===== src/rtl/regfile_write_arbiter.sv =====
// Register-file write arbiter.
// Two requesters (ALU "A" and load "L") each feed a small FIFO of
// {reg, data} writes. One FIFO head per cycle is granted round-robin and
// loaded into a registered write port. An outstanding-write mask (Pending)
// and a read-after-write Stall are derived from the queued entries and the
// active output stage.
module regfile_write_arbiter #(
  parameter int FIFO_DEPTH = 2
) (
  input  logic        clk,
  input  logic        rst,
  input  logic        A_Valid,
  output logic        A_Ready,
  input  logic [4:0]  A_Reg,
  input  logic [31:0] A_Data,
  input  logic        L_Valid,
  output logic        L_Ready,
  input  logic [4:0]  L_Reg,
  input  logic [31:0] L_Data,
  input  logic        Flush,
  output logic        Reg_Write,
  output logic [4:0]  Write_Reg,
  output logic [31:0] Write_Data,
  input  logic [4:0]  Read_Reg_1,
  input  logic [4:0]  Read_Reg_2,
  output logic [31:0] Pending,
  output logic        Stall
);

  localparam int PW = (FIFO_DEPTH > 1) ? $clog2(FIFO_DEPTH) : 1;
  localparam int CW = PW + 1;
  localparam logic [CW-1:0] DEPTH_C = CW'(FIFO_DEPTH);

  // Index 0 is the A (ALU) queue, index 1 is the L (load) queue.
  logic [4:0]    reg_mem_r  [2][FIFO_DEPTH];
  logic [31:0]   data_mem_r [2][FIFO_DEPTH];
  logic [PW-1:0] wr_ptr_r   [2];
  logic [PW-1:0] rd_ptr_r   [2];
  logic [CW-1:0] count_r    [2];
  // Round-robin priority: 0 favours A, 1 favours L.
  logic          prio_r;

  logic [1:0]    in_valid_s;
  logic [4:0]    in_reg_s   [2];
  logic [31:0]   in_data_s  [2];
  logic [1:0]    ready_s;
  logic [1:0]    push_s;
  logic [1:0]    nonempty_s;
  logic [1:0]    grant_s;
  logic [4:0]    head_reg_s;
  logic [31:0]   head_data_s;
  logic [PW-1:0] offset_s;
  logic [31:0]   pending_s;
  logic          stall_s;

  // Decoded one-hot mask for a register index.
  function automatic logic [31:0] reg_onehot(input logic [4:0] r);
    reg_onehot = 32'd1 << r;
  endfunction

  assign in_valid_s   = {L_Valid, A_Valid};
  assign in_reg_s[0]  = A_Reg;
  assign in_reg_s[1]  = L_Reg;
  assign in_data_s[0] = A_Data;
  assign in_data_s[1] = L_Data;

  // Handshake: ready only out of reset, not flushing and with free space
  // (a full queue never takes a push even when it pops this cycle).
  always_comb begin
    for (int q = 0; q < 2; q++) begin
      nonempty_s[q] = (count_r[q] != {CW{1'b0}});
      ready_s[q]    = rst & ~Flush & (count_r[q] < DEPTH_C);
      push_s[q]     = in_valid_s[q] & ready_s[q];
    end
  end

  assign A_Ready = ready_s[0];
  assign L_Ready = ready_s[1];

  // Round-robin grant of a single FIFO head; nothing granted during flush or reset.
  always_comb begin
    grant_s = 2'b00;
    if (rst && !Flush) begin
      if (nonempty_s[0] && (!nonempty_s[1] || (prio_r == 1'b0))) begin
        grant_s = 2'b01;
      end else if (nonempty_s[1]) begin
        grant_s = 2'b10;
      end else begin
        grant_s = 2'b00;
      end
    end else begin
      grant_s = 2'b00;
    end
  end

  // Select the head entry of whichever queue is granted.
  always_comb begin
    head_reg_s  = 5'd0;
    head_data_s = 32'd0;
    if (grant_s[1]) begin
      head_reg_s  = reg_mem_r[1][rd_ptr_r[1]];
      head_data_s = data_mem_r[1][rd_ptr_r[1]];
    end else begin
      head_reg_s  = reg_mem_r[0][rd_ptr_r[0]];
      head_data_s = data_mem_r[0][rd_ptr_r[0]];
    end
  end

  // Queue storage: entries are only meaningful inside the occupancy window.
  always_ff @(posedge clk) begin
    for (int q = 0; q < 2; q++) begin
      if (push_s[q]) begin
        reg_mem_r[q][wr_ptr_r[q]]  <= in_reg_s[q];
        data_mem_r[q][wr_ptr_r[q]] <= in_data_s[q];
      end
    end
  end

  // Queue pointers/occupancy, priority bit and registered write port.
  always_ff @(posedge clk) begin
    if (!rst) begin
      for (int q = 0; q < 2; q++) begin
        wr_ptr_r[q] <= {PW{1'b0}};
        rd_ptr_r[q] <= {PW{1'b0}};
        count_r[q]  <= {CW{1'b0}};
      end
      prio_r     <= 1'b0;
      Reg_Write  <= 1'b0;
      Write_Reg  <= 5'd0;
      Write_Data <= 32'd0;
    end else if (Flush) begin
      for (int q = 0; q < 2; q++) begin
        wr_ptr_r[q] <= {PW{1'b0}};
        rd_ptr_r[q] <= {PW{1'b0}};
        count_r[q]  <= {CW{1'b0}};
      end
      Reg_Write <= 1'b0;
    end else begin
      for (int q = 0; q < 2; q++) begin
        if (push_s[q]) begin
          wr_ptr_r[q] <= wr_ptr_r[q] + {{(PW-1){1'b0}}, 1'b1};
        end
        if (grant_s[q]) begin
          rd_ptr_r[q] <= rd_ptr_r[q] + {{(PW-1){1'b0}}, 1'b1};
        end
        count_r[q] <= count_r[q] + {{(CW-1){1'b0}}, push_s[q]}
                                 - {{(CW-1){1'b0}}, grant_s[q]};
      end
      if (grant_s != 2'b00) begin
        // Priority passes to the requester that was not served.
        prio_r <= grant_s[0];
        // Writes to r0 are consumed silently; the port keeps its last value.
        if (head_reg_s != 5'd0) begin
          Reg_Write  <= 1'b1;
          Write_Reg  <= head_reg_s;
          Write_Data <= head_data_s;
        end else begin
          Reg_Write  <= 1'b0;
        end
      end else begin
        Reg_Write <= 1'b0;
      end
    end
  end

  // Outstanding-write mask over all live queue entries plus the active port.
  always_comb begin
    pending_s = 32'd0;
    offset_s  = {PW{1'b0}};
    for (int q = 0; q < 2; q++) begin
      for (int i = 0; i < FIFO_DEPTH; i++) begin
        offset_s = PW'(i) - rd_ptr_r[q];
        if ({1'b0, offset_s} < count_r[q]) begin
          pending_s = pending_s | reg_onehot(reg_mem_r[q][i]);
        end else begin
          pending_s = pending_s;
        end
      end
    end
    if (Reg_Write) begin
      pending_s = pending_s | reg_onehot(Write_Reg);
    end else begin
      pending_s = pending_s;
    end
    pending_s[0] = 1'b0;
  end

  // Read-after-write hazard against either decode source register.
  always_comb begin
    stall_s = ((Read_Reg_1 != 5'd0) && pending_s[Read_Reg_1]) ||
              ((Read_Reg_2 != 5'd0) && pending_s[Read_Reg_2]);
  end

  assign Pending = pending_s;
  assign Stall   = stall_s;

endmodule


===== config.mk =====
export PLATFORM = sky130hd
export DESIGN_NAME = regfile_write_arbiter
export DESIGN_NICKNAME = d
export VERILOG_FILES = /design/src/rtl/regfile_write_arbiter.sv
export SDC_FILE = /design/constraint.sdc
export NUM_CORES = 1
export LEC_CHECK = 0
export CELL_PAD_IN_SITES_DETAIL_PLACEMENT = 0
export CELL_PAD_IN_SITES_GLOBAL_PLACEMENT = 1
export CORE_MARGIN = 4
export CORE_UTILIZATION = 46
export CTS_BUF_LIST = sky130_fd_sc_hd__clkbuf_16
export DETAILED_ROUTE_END_ITERATION = 10
export MAX_ROUTING_LAYER = met4
export PLACE_DENSITY = 0.94
export REMOVE_ABC_BUFFERS = 1
export SKIP_CTS_REPAIR_TIMING = 1
export SLEW_MARGIN = 20
export SYNTH_ARGS = -nofsm -noshare
export SYNTH_HDL_FRONTEND = slang
export SYNTH_SLANG_ARGS = --single-unit
export TNS_END_PERCENT = 10

===== constraint.sdc =====
create_clock -name clk -period 6.3 [get_ports clk]
set_clock_uncertainty 0.1 [all_clocks]
set_input_delay 0.63 -clock clk [delete_from_list [all_inputs] [get_ports clk]]
set_output_delay 0.63 -clock clk [all_outputs]
set_load 0.02 [all_outputs]

# After elaboration in Yosys (flattened, before gate mapping)
# Memories as Yosys holds them, arrays and structs flattened.
# Cells that the tools add are included.
totals:
  input_bits: 89
  mem_count: 5
  elab_cells: 162
  output_inout_bits: 73
  ramBits: 156
  reg_bits: 39
classes:
  bitwise_logic: 29
  reduce_logical: 19
  muxes: 74
  add_sub_neg: 12
  n_shift: 5
  magnitude_cmp: 14
memory_table:
  columns: ["memory", "words", "width", "rd", "rd_ports_with_merged_regs", "write_ports", "line", "rtl"]
  rows:
  - ["data_mem_r", 2, 64, 2, 0, 2, "36", "logic [31:0] data_mem_r [2][FIFO_DEPTH];"]
  - ["reg_mem_r", 2, 10, 2, 0, 2, "35", "logic [4:0] reg_mem_r [2][FIFO_DEPTH];"]
  - ["count_r", 2, 2, 2, 0, 2, "39", "logic [CW-1:0] count_r [2];"]
  - ["rd_ptr_r", 2, 1, 2, 0, 2, "38", "logic [PW-1:0] rd_ptr_r [2];"]
  - ["wr_ptr_r", 2, 1, 2, 0, 2, "37", "logic [PW-1:0] wr_ptr_r [2];"]
ops:
  columns: ["op", "n"]
  rows:
  - ["2-to-1 mux 32 bit", 14]
  - ["left shift 1 x 5 -> 32 bit (first input constant)", 5]
  - ["2-to-1 mux 64 bit", 2]
  - ["bitwise OR 32 bit", 4]
  - ["demux 32 bit (select 1 bit)", 2]
  - ["2-to-1 mux 5 bit", 9]
  - ["2-to-1 mux 1 bit", 34]
  - ["2-to-1 mux 10 bit", 2]
  - ["nonzero test 5 bit", 3]
  - ["2-to-1 mux 2 bit", 7]
  - ["< comparator 5 x 6 -> 1 bit (second input constant)", 2]
  - ["bitwise OR 1 bit", 12]
  - ["binary-select mux 1 bit (select 5 bit)", 2]
  - ["demux 5 bit (select 1 bit)", 2]
  - ["greater-or-equal comparator 2 bit (second input constant)", 4]
  - ["< comparator 1 x 2 -> 1 bit", 4]
  - ["NOT 1 -> 2 bit", 4]
  - ["logical AND 1 bit", 6]
  - ["nonzero test 2 bit", 3]
  - ["AND 1 bit", 5]
  - ["adder 1 bit (second input constant)", 4]
  - ["adder 2 x 1 -> 2 bit", 2]
  - ["< comparator 2 x 1 -> 1 bit (second input constant)", 2]
  - ["< comparator 2 bit (second input constant)", 2]
  - ["8 further kinds", 17]

# Logic depth before layout (Yosys ltp)
# Gate-level depths: netlist of the first run.
# An unclocked memory read counts as a cell.
depth:
  word_depth: 16
  depth_mapped: 13
  ltp_nobuf: 9

# Worst setup path after synthesis of the first run
# OpenSTA, ideal clock, no wires.
synth_timing:
  path_type: "input port to flip-flop"
  start: "in Flush"
  end: "mem data_mem_r[0][32] in the netlist's numbering (enable)"
  path_stages: 4
  slack_ps: 2855
  path_buffers: 0
  arrival_ps: 2913
  t_required_ps: 5769
  path_cell_list: "nand2b_1 > nor2_1 > nand2_1 > nor2_1"
synth_rtl:
  columns: ["item", "line", "rtl"]
  rows:
  - ["start: declaration", "20", "input logic Flush,"]
  - ["end: declaration", "36", null]

==> results of run 1 <==
## state kept, by name (all words and copies together), names as in the netlist
register,count
data_mem_r,128
Reg_Write,1
Write_Data,32
rd_ptr_r,2
Write_Reg,5
prio_r,1
count_r,4
wr_ptr_r,2
reg_mem_r,20
## how the worst min path moves through the flow
stage | cells after the start | start | endpoint
final | 2 | Write_Data[0]$_SDFFE_PN0P_ | Write_Data[0]$_SDFFE_PN0P_
after global routing | 2 | Write_Data[0]$_SDFFE_PN0P_ | Write_Data[0]$_SDFFE_PN0P_
after CTS | 2 | Write_Data[0]$_SDFFE_PN0P_ | Write_Data[0]$_SDFFE_PN0P_
after detailed placement | 2 | Write_Data[0]$_SDFFE_PN0P_ | Write_Data[0]$_SDFFE_PN0P_
after global placement | 2 | Write_Data[22]$_SDFFE_PN0P_ | Write_Data[22]$_SDFFE_PN0P_
after floorplan | 2 | Write_Data[27]$_SDFFE_PN0P_ | Write_Data[27]$_SDFFE_PN0P_
## per-stage QoR
stage               instance area, sq um  total power (W)
global route                       12290         0.003027
finish                             12290         0.002931
detailed placement                 11680         0.001894
CTS                                12280         0.002941
floorplan                           9661         0.001703
global placement                   11680         0.001887
## area by class of cell
class	count	area (sq um)
flip-flops and latches	195	5465
repair buffers	167	1654
diodes	4	10.01
multi-input cells	605	4108
inverters	30	112.6
fillers	1720	8865
well taps	275	344.1
clock inverters	15	170.2
clock buffers	17	425.4
## Yosys cell counts, types with 4 or more instances
cell,instances,area [sq um]
nor3_1,20,100.1
a22oi_1,10,75.07
o211ai_1,10,75.07
nor2b_1,51,319.1
a21boi_2,30,337.8
or3_1,5,31.28
nand3b_1,16,120.1
nor2_1,44,165.2
inv_1,29,108.9
nor3b_1,8,60.06
a221oi_1,6,52.55
nand3_1,32,160.2
or3b_2,4,35.03
nand2_2,30,187.7
a21boi_1,4,30.03
ha_1,4,50.05
clkbuf_1,38,142.6
and2_1,4,25.02
edfxtp_1,156,4684
o21ai_1,4,20.02
buf_1,9,33.78
buf_2,4,20.02
a211oi_1,37,277.8
o21ai_0,10,50.05
o22ai_1,22,137.6
and3b_1,5,43.79
a21oi_1,39,195.2
nand2_1,69,259.0
dfxtp_1,39,780.8
mux2i_1,40,400.4
and3_1,9,56.30
o221ai_1,13,113.9
## power by group
part | internal (W) | total [W] | switching, W
clock network | 0.000535 | 0.00106 | 0.000525
registers | 0.00143 | 0.00147 | 0.0000381
logic | 0.000176 | 0.000405 | 0.000229
## worst max-delay path, cell delays in order (launching register included)
cell,delay (ns)
edfxtp_1,0.54
and2b_1,0.30
o21ai_0,0.69
nor2_1,0.08
nor4b_1,0.84
o22ai_1,0.15
o21ai_0,0.26
a211o_1,0.16
nand4_1,0.09
clkdlybuf4s50_1,0.57
## routing by layer
layer,share of wire [%],vias up
li1,-,3615
met1,41,3757
met2,46,477
met3,10,74
met4,2.9,0
met5,0,-
## cell families (layout without fill, tap and decap cells)
kind of cell             after synthesis  in the layout  share of synthesized area (%)
adder cells (fa/ha/maj)                4              4                         0.5030
multiplexers                          42             42                          4.250
AND/OR/NAND/NOR                      319            319                          17.34
other                                  2              9                        0.07547
buffers and inverters                 89            229                          4.162
flip-flops                           195            195                          54.92
XOR/XNOR                               4              4                         0.3521
AO/OA/AOI/OAI                        231            231                          18.40
==> results.cfg, run 1 <==
[global_route]
grt_pass1_vias = 7679
use_met1_pct = 30.63
grt_usage_pct = 23.45
grt_pass1_wl_um = 42710
gr-usage-met3_pct = 4.701
grt_max_degree = 78
grt-ovfl-total = 0
top_usage_layer = met2
globalRouteMet2Util_pct = 36.59
antenna_found_initial = 3

[timing]
setup_viol = 0
rsz0062_at_grt = no
tns_ns = 0
fin_crit_sh_pct = 76.72
finalWorstSetupSlack_ns = 1.467
fmax_ghz = 0.2069
drv_slew = 0
maxSlewHeadroom_pct = 30.80
hold_slack_ns = 0.3636
period_needed_ns = 4.833
finalHoldViolations = 0
tightestPinTransition_ns = 1.038

[critical_path]
crit_fanout = 7
rrSetupSlack_ns = 2.49
path_class = flop to primary output
critPathLaunch = count_r[0][2]$_SDFFCE_PN0P_
reg2reg_from = rd_ptr_r[0][0]$_SDFFCE_PN0P_
crit_path_end_kind = primary output
worstPathArrival_ns = 4.10
critPathCapture = Stall
start_kind = flop
r2r_end = Write_Data[16]$_SDFFE_PN0P_
required_ns = 5.57
ff2ff_path_depth = 8

[pwr]
ir_drop_uv = 166.5
leakage_nw = 4.117
powerDensity_nw_per_um2 = 238.5

[yosys]
syn_area_sq_um = 9951
synth_edf_count = 156
ys_async_sr_fraction_pct = 0
yosys_warnings = 0
synth_ff_type = edfxtp_1
post_synth.cell_area_avg_sq_um = 11.23
synth_seq_cells = 195
syn-instance-count = 886
yosysSeqAreaShare_pct = 54.92
ys_types = 81

[placement]
gp_congestion = 1.065
dp_cells = 1272
portBuffers = 160
dp_hpwl_um = 19170
pre_cts_ws_ns = 1.985

[cells_and_area]
fin_nets = 1109
drive_gt1_share_pct = 12.34
fin_cells = 1308
post-route-util_pct = 58.09
final_cell_mix = 160 x clkdlybuf4s50_1, 156 x edfxtp_1, 69 x nand2_1, 51 x nor2b_1, 42 x nor2_1
area_growth_pct = 23.50
final_common_cell = clkdlybuf4s50_1

[status]
outcome = complete, no violations

[route]
wl_per_cell_um = 21.53
via_per_inst = 6.057
finalWirelength_um = 28160
drcViolationCount = 0
final_antenna_net_count = 0
firstDrtPassIters = 6
vias = 7923
drt_first_iter_violations = 757

[floorplanning]
die_area_sq_um = 24050
io_pins = 162
core-area_sq_um = 21150
row_count = 53
die_x_um = 155.1
start_util_pct = 47.04
die_y_um = 155.1

[clock_tree]
cts_tree = yes
clk_pin_slew_worst_paths_ns = 0.08
cts_sinks = 195
cts-htree-levels = 4
root_buffer = clkbuf_16
clockBufferDepth = 2
clock_latency_ns = 0.43
cts_buffers = 17

[job]
maxCapViolCount = 0

[min_path]
hp-class = flop to flop
(Power assumes the default switching activity.)
==> run 2: changes to the inputs <==
--- a/config.mk
+++ b/config.mk
@@ -8,11 +8,11 @@
 export CELL_PAD_IN_SITES_DETAIL_PLACEMENT = 0
 export CELL_PAD_IN_SITES_GLOBAL_PLACEMENT = 1
 export CORE_MARGIN = 4
-export CORE_UTILIZATION = 46
+export CORE_UTILIZATION = 43
 export CTS_BUF_LIST = sky130_fd_sc_hd__clkbuf_16
 export DETAILED_ROUTE_END_ITERATION = 10
 export MAX_ROUTING_LAYER = met4
-export PLACE_DENSITY = 0.94
+export PLACE_DENSITY = 0.89
 export REMOVE_ABC_BUFFERS = 1
 export SKIP_CTS_REPAIR_TIMING = 1
 export SLEW_MARGIN = 20
==> constraint.sdc (replaced) <==
create_clock -name clk -period 5 [get_ports clk]
set_clock_uncertainty 0.1 [all_clocks]
set_input_delay 0.5 -clock clk [delete_from_list [all_inputs] [get_ports clk]]
set_output_delay 0.5 -clock clk [all_outputs]
set_load 0.02 [all_outputs]
==> run 2 against run 1 <==
Net effect:
- wire length grew 4.4%
- clock power rose by 25%
- die area is 6.6% higher
- power increased by 26%
- global-route usage down 0.51 points
- cell count rose by 1.2%
- flip-flop and latch count unchanged
- cell area rose by 0.45%
==> results.cfg, run 2 (synthesis results as in run 1) <==
[status]
outcome = complete, no violations

[floorplanning]
die_area_sq_um = 25640
core-area_sq_um = 22710
row_count = 55
start_util_pct = 43.82
io_pins = 162
die_y_um = 160.1
die_x_um = 160.1

[placement]
portBuffers = 160
dp_hpwl_um = 20850
gp_congestion = 0.9637

[cells_and_area]
fillers = 1919
ff_latch_area_sq_um = 5465
fin_nets = 1115
largest_reg_flops = 128
final_cell_mix = 160 x clkdlybuf4s50_1, 156 x edfxtp_1, 69 x nand2_1, 51 x nor2b_1, 42 x nor2_1
final_common_cell = clkdlybuf4s50_1
area_growth_pct = 24.05
multi_input_area_sq_um = 4109
drive_gt1_share_pct = 12.95

[global_route]
grt_pass1_wl_um = 44530
grt_max_degree = 76
grt_pass1_vias = 7762
grt_usage_pct = 22.94
grt-ovfl-total = 0
antenna_found_initial = 3

[route]
wl_per_cell_um = 22.20
finalWirelength_um = 29400
final_antenna_net_count = 0
via_per_inst = 5.903
drcViolationCount = 0
firstDrtPassIters = 6
vias = 7816
drt_first_iter_violations = 470

[critical_path]
crit_path_end_kind = primary output
reg2reg_from = count_r[0][3]$_SDFFCE_PN0P_
crit_fanout = 13
required_ns = 4.40
start_kind = flop
rrSetupSlack_ns = 1.34
r2r_end = Write_Reg[0]$_SDFFE_PN0P_
ff2ff_path_depth = 8
worstPathArrival_ns = 4.11
path_class = flop to primary output

[timing]
rsz0062_at_grt = no
hold_slack_ns = 0.3606
tns_ns = 0
setup_viol = 0
drv_slew = 0
period_needed_ns = 4.713
maxSlewHeadroom_pct = 28.87
finalHoldViolations = 0
tightestPinTransition_ns = 1.067
fin_crit_sh_pct = 94.26
fmax_ghz = 0.2122

[pwr]
leakage_nw = 4.145
powerDensity_nw_per_um2 = 298.4
ir_drop_uv = 245.4

[min_path]
hp-class = flop to flop
hold_depth = 2
hold_start = Write_Data[27]$_SDFFE_PN0P_
whs_endpoint = Write_Data[27]$_SDFFE_PN0P_

[clock_tree]
root_buffer = clkbuf_16
cts_sinks = 195
cts_tree = yes
clock_latency_ns = 0.42
clk_pin_slew_worst_paths_ns = 0.07
cts_buffers = 17
clockBufferDepth = 2
cts-htree-levels = 4

[job]
maxCapViolCount = 0
[run 2: changes by cell type in the layout (fill, tap and decap cells not counted)]
cell,delta
a21o_1,-1
a21o_2,+1
buf_4,+6
clkinv_4,+2
clkinv_8,-2
clkinvlp_4,-1
inv_12,+1
inv_6,-1
inv_8,+1
[run 2: per-stage QoR]
stage / power [W] / instances / utilization [%] / setup slack (ns) / instance area, sq um
6_report: 0.003683 / 1324 / 54.36 / 0.2869 / 12340
5_1_grt: 0.003820 / 1323 / 54.35 / 0.1232 / 12340
4_1_cts: 0.003707 / 1320 / 54.31 / 0.2664 / 12330
3_5_place_dp: 0.002394 / 1288 / 51.70 / 0.7376 / 11740
3_3_place_gp: 0.002387 / 1288 / 51.70 / 0.6380 / 11740
2_1_floorplan: 0.002146 / 830 / - / 0.2727 / 9661
[run 2: cell type report]
class	count	area share, %
Sequential cell	195	44.27
Timing Repair Buffer	173	13.76
Clock buffer	17	3.446
Antenna cell	4	0.08109
Multi-Input combinational cell	605	33.29
Tap cell	285	2.889
Clock inverter	15	1.348
Inverter	30	0.9122
[run 2: worst max-delay path by stage]
stage,start,endpoint,slack [ns],cells after the start
after floorplan,rd_ptr_r[0][1]$_SDFFCE_PN0P_,Write_Data[26]$_SDFFE_PN0P_,0.27,8
after global placement,count_r[0][1]$_SDFFCE_PN0P_,Stall,0.64,9
after detailed placement,count_r[0][1]$_SDFFCE_PN0P_,Stall,0.74,9
after CTS,count_r[0][1]$_SDFFCE_PN0P_,Stall,0.27,9
after global routing,count_r[0][1]$_SDFFCE_PN0P_,Stall,0.12,9
final,count_r[0][3]$_SDFFCE_PN0P_,Stall,0.29,8
[run 2: worst max-delay path, stage by stage (launching register included)]
cell,delay (ns)
edfxtp_1,0.62
a21oi_2,0.41
or3_1,0.44
o221ai_1,0.26
nor2_1,0.46
o221ai_1,0.21
a2111oi_1,0.47
nand4_1,0.22
clkdlybuf4s50_1,0.59
[run 2: power by group]
part | internal, W | switching (W) | leakage [nW]
clock network | 0.000675 | 0.000648 | 0.293
logic | 0.000223 | 0.000289 | 2.11
registers | 0.00180 | 0.0000466 | 1.74
total | 0.00270 | 0.000985 | 4.14
[run 2: per-layer routing]
layer | part of all wire, % | up-vias | track usage (%) | wire, um
li1 | - | 3625 | - | -
met1 | 40 | 3759 | 27.61 | 11630
met2 | 49 | 365 | 38.11 | 14360
met3 | 7.8 | 67 | 4.723 | 2286
met4 | 3.8 | 0 | 8.799 | 1122
met5 | 0 | - | - | 0
==> run 3: changes to the inputs <==
==> constraint.sdc (replaced) <==
create_clock -name clk -period 5.21 [get_ports clk]
set_clock_uncertainty 0.1 [all_clocks]
set_input_delay 0.521 -clock clk [delete_from_list [all_inputs] [get_ports clk]]
set_output_delay 0.521 -clock clk [all_outputs]
set_load 0.02 [all_outputs]
==> run 3 against run 2 <==
Net effect:
- wire length shrank 2.7%
- register-to-register slack better by 0.14 ns
- clock-buffer cell count stayed put
- cell count fell by 0.23%
- worst hold slack better by 0.0046 ns
- critical endpoint unchanged
- highest routed layer unchanged
==> results.cfg, run 3 (synthesis results as in run 1) <==
[timing]
tightestPinTransition_ns = 1.047
period_needed_ns = 4.707
setup_viol = 0
finalHoldViolations = 0
maxSlewHeadroom_pct = 30.20
fmax_ghz = 0.2125
tns_ns = 0
drv_slew = 0
fin_crit_sh_pct = 90.34
rsz0062_at_grt = no

[critical_path]
crit_fanout = 8
critPathMaxStageDelay_ns = 0.72
r2r_end = Write_Reg[0]$_SDFFE_PN0P_
path_class = flop to primary output
reg2reg_from = count_r[0][3]$_SDFFCE_PN0P_
crit_chain = nor2b_1 -> o21ai_1 -> o221ai_1 -> a221oi_1 -> a32oi_1 -> o311ai_0 -> a2bb2oi_1 -> nand4_1 -> clkdlybuf4s50_1
start_kind = flop
crit_path_end_kind = primary output
rrSetupSlack_ns = 1.48
ff2ff_path_depth = 7
crit_family = compound AO/OA/AOI/OAI gates
required_ns = 4.59
worstPathArrival_ns = 4.09
cp_slowest_cell = a221oi_1
cp.depth = 9
critPathBufInv = 1
critPathLaunch = count_r[0][0]$_SDFFCE_PN0P_
critPathCapture = Stall

[global_route]
grt-ovfl-total = 0
grt_pass1_vias = 7876
grt_usage_pct = 22.36
antenna_found_initial = 4
grt_max_degree = 76
grt_pass1_wl_um = 43650

[route]
final_antenna_net_count = 0
firstDrtPassIters = 5
vias = 7878
via_per_inst = 5.964
drt_first_iter_violations = 723
wl_per_cell_um = 21.65
finalWirelength_um = 28600
drcViolationCount = 0

[min_path]
hp-class = flop to flop
hold_depth = 2

[placement]
gp_congestion = 1.016
portBuffers = 160
dp_hpwl_um = 19780

[clock_tree]
cts_buffers = 17
clockBufferDepth = 2
clk_pin_slew_worst_paths_ns = 0.07
cts_tree = yes
cts-htree-levels = 4
cts_sinks = 195
root_buffer = clkbuf_16
clock_latency_ns = 0.43

[pwr]
ir_drop_uv = 215.9
powerDensity_nw_per_um2 = 291.7
leakage_nw = 4.150

[cells_and_area]
fillers = 1951
fin_nets = 1112
post-route-util_pct = 54.44
area_growth_pct = 24.23
largest_reg_flops = 128
final_cell_mix = 160 x clkdlybuf4s50_1, 156 x edfxtp_1, 69 x nand2_1, 51 x nor2b_1, 42 x nor2_1
ff_latch_area_sq_um = 5465
multi_input_area_sq_um = 4108
drive_gt1_share_pct = 12.60
final_common_cell = clkdlybuf4s50_1

[floorplanning]
core-area_sq_um = 22710
io_pins = 162
die_x_um = 160.1
die_y_um = 160.1
row_count = 55
die_area_sq_um = 25640
start_util_pct = 43.82

[job]
maxCapViolCount = 0

[status]
outcome = complete, no violations
==> run 3: cell types whose count changed in the layout (fill, tap and decap cells not counted), sizes merged <==
cell	previous run	this run
bufinv	0	2
clkinvlp	0	1
buf	13	10
clkinv	6	3
==> run 3: metrics by stage <==
step	setup WS, ns	cells	instance area, sq um	power, W	hold slack (ns)
5_1_grt	0.4030	1321	12360	0.003719	0.3813
3_5_place_dp	1.038	1285	11740	0.002296	0.3558
3_3_place_gp	1.067	1284	11710	0.002286	0.3404
2_1_floorplan	0.4827	830	9661	0.002060	0.4333
4_1_cts	0.6225	1317	12350	0.003620	0.3699
6_report	0.5033	1321	12360	0.003606	0.3651
==> run 3: report_power, final <==
group          internal (W)  switching, W
clock              0.000732      0.000608
combinational      0.000214      0.000278
sequential          0.00173     0.0000456
==> run 3: worst min path at each step <==
stage	slack [ns]	from	endpoint
after floorplan	0.43	Write_Data[27]$_SDFFE_PN0P_	Write_Data[27]$_SDFFE_PN0P_
after global placement	0.34	Write_Data[31]$_SDFFE_PN0P_	Write_Data[31]$_SDFFE_PN0P_
after detailed placement	0.36	Write_Data[20]$_SDFFE_PN0P_	Write_Data[20]$_SDFFE_PN0P_
after CTS	0.37	Write_Data[20]$_SDFFE_PN0P_	Write_Data[20]$_SDFFE_PN0P_
after global routing	0.38	Write_Data[9]$_SDFFE_PN0P_	Write_Data[9]$_SDFFE_PN0P_
final	0.37	Write_Data[20]$_SDFFE_PN0P_	Write_Data[20]$_SDFFE_PN0P_
==> run 3: area by class of cell <==
cell class / instances / share of cell area (%)
Antenna cell: 4 / 0.08097
Clock buffer: 17 / 3.441
Inverter: 30 / 0.9109
Clock inverter: 15 / 1.518
Sequential cell: 195 / 44.21
Timing Repair Buffer: 170 / 13.72
Multi-Input combinational cell: 605 / 33.23
Tap cell: 285 / 2.885
==> run 3: layer usage <==
layer | vias to the layer above | share of wire [%] | track usage (%)
met5 | - | 0 | -
met4 | 0 | 3.3 | 8.408
met3 | 66 | 8.7 | 5.368
met2 | 404 | 47 | 35.53
met1 | 3774 | 41 | 27.88
li1 | 3634 | - | -
==> run 3: tightest hold or removal path: stages, from the launching register on <==
cell      delay, ns
dfxtp_1        0.33
nand2_2        0.06
a21boi_2       0.04
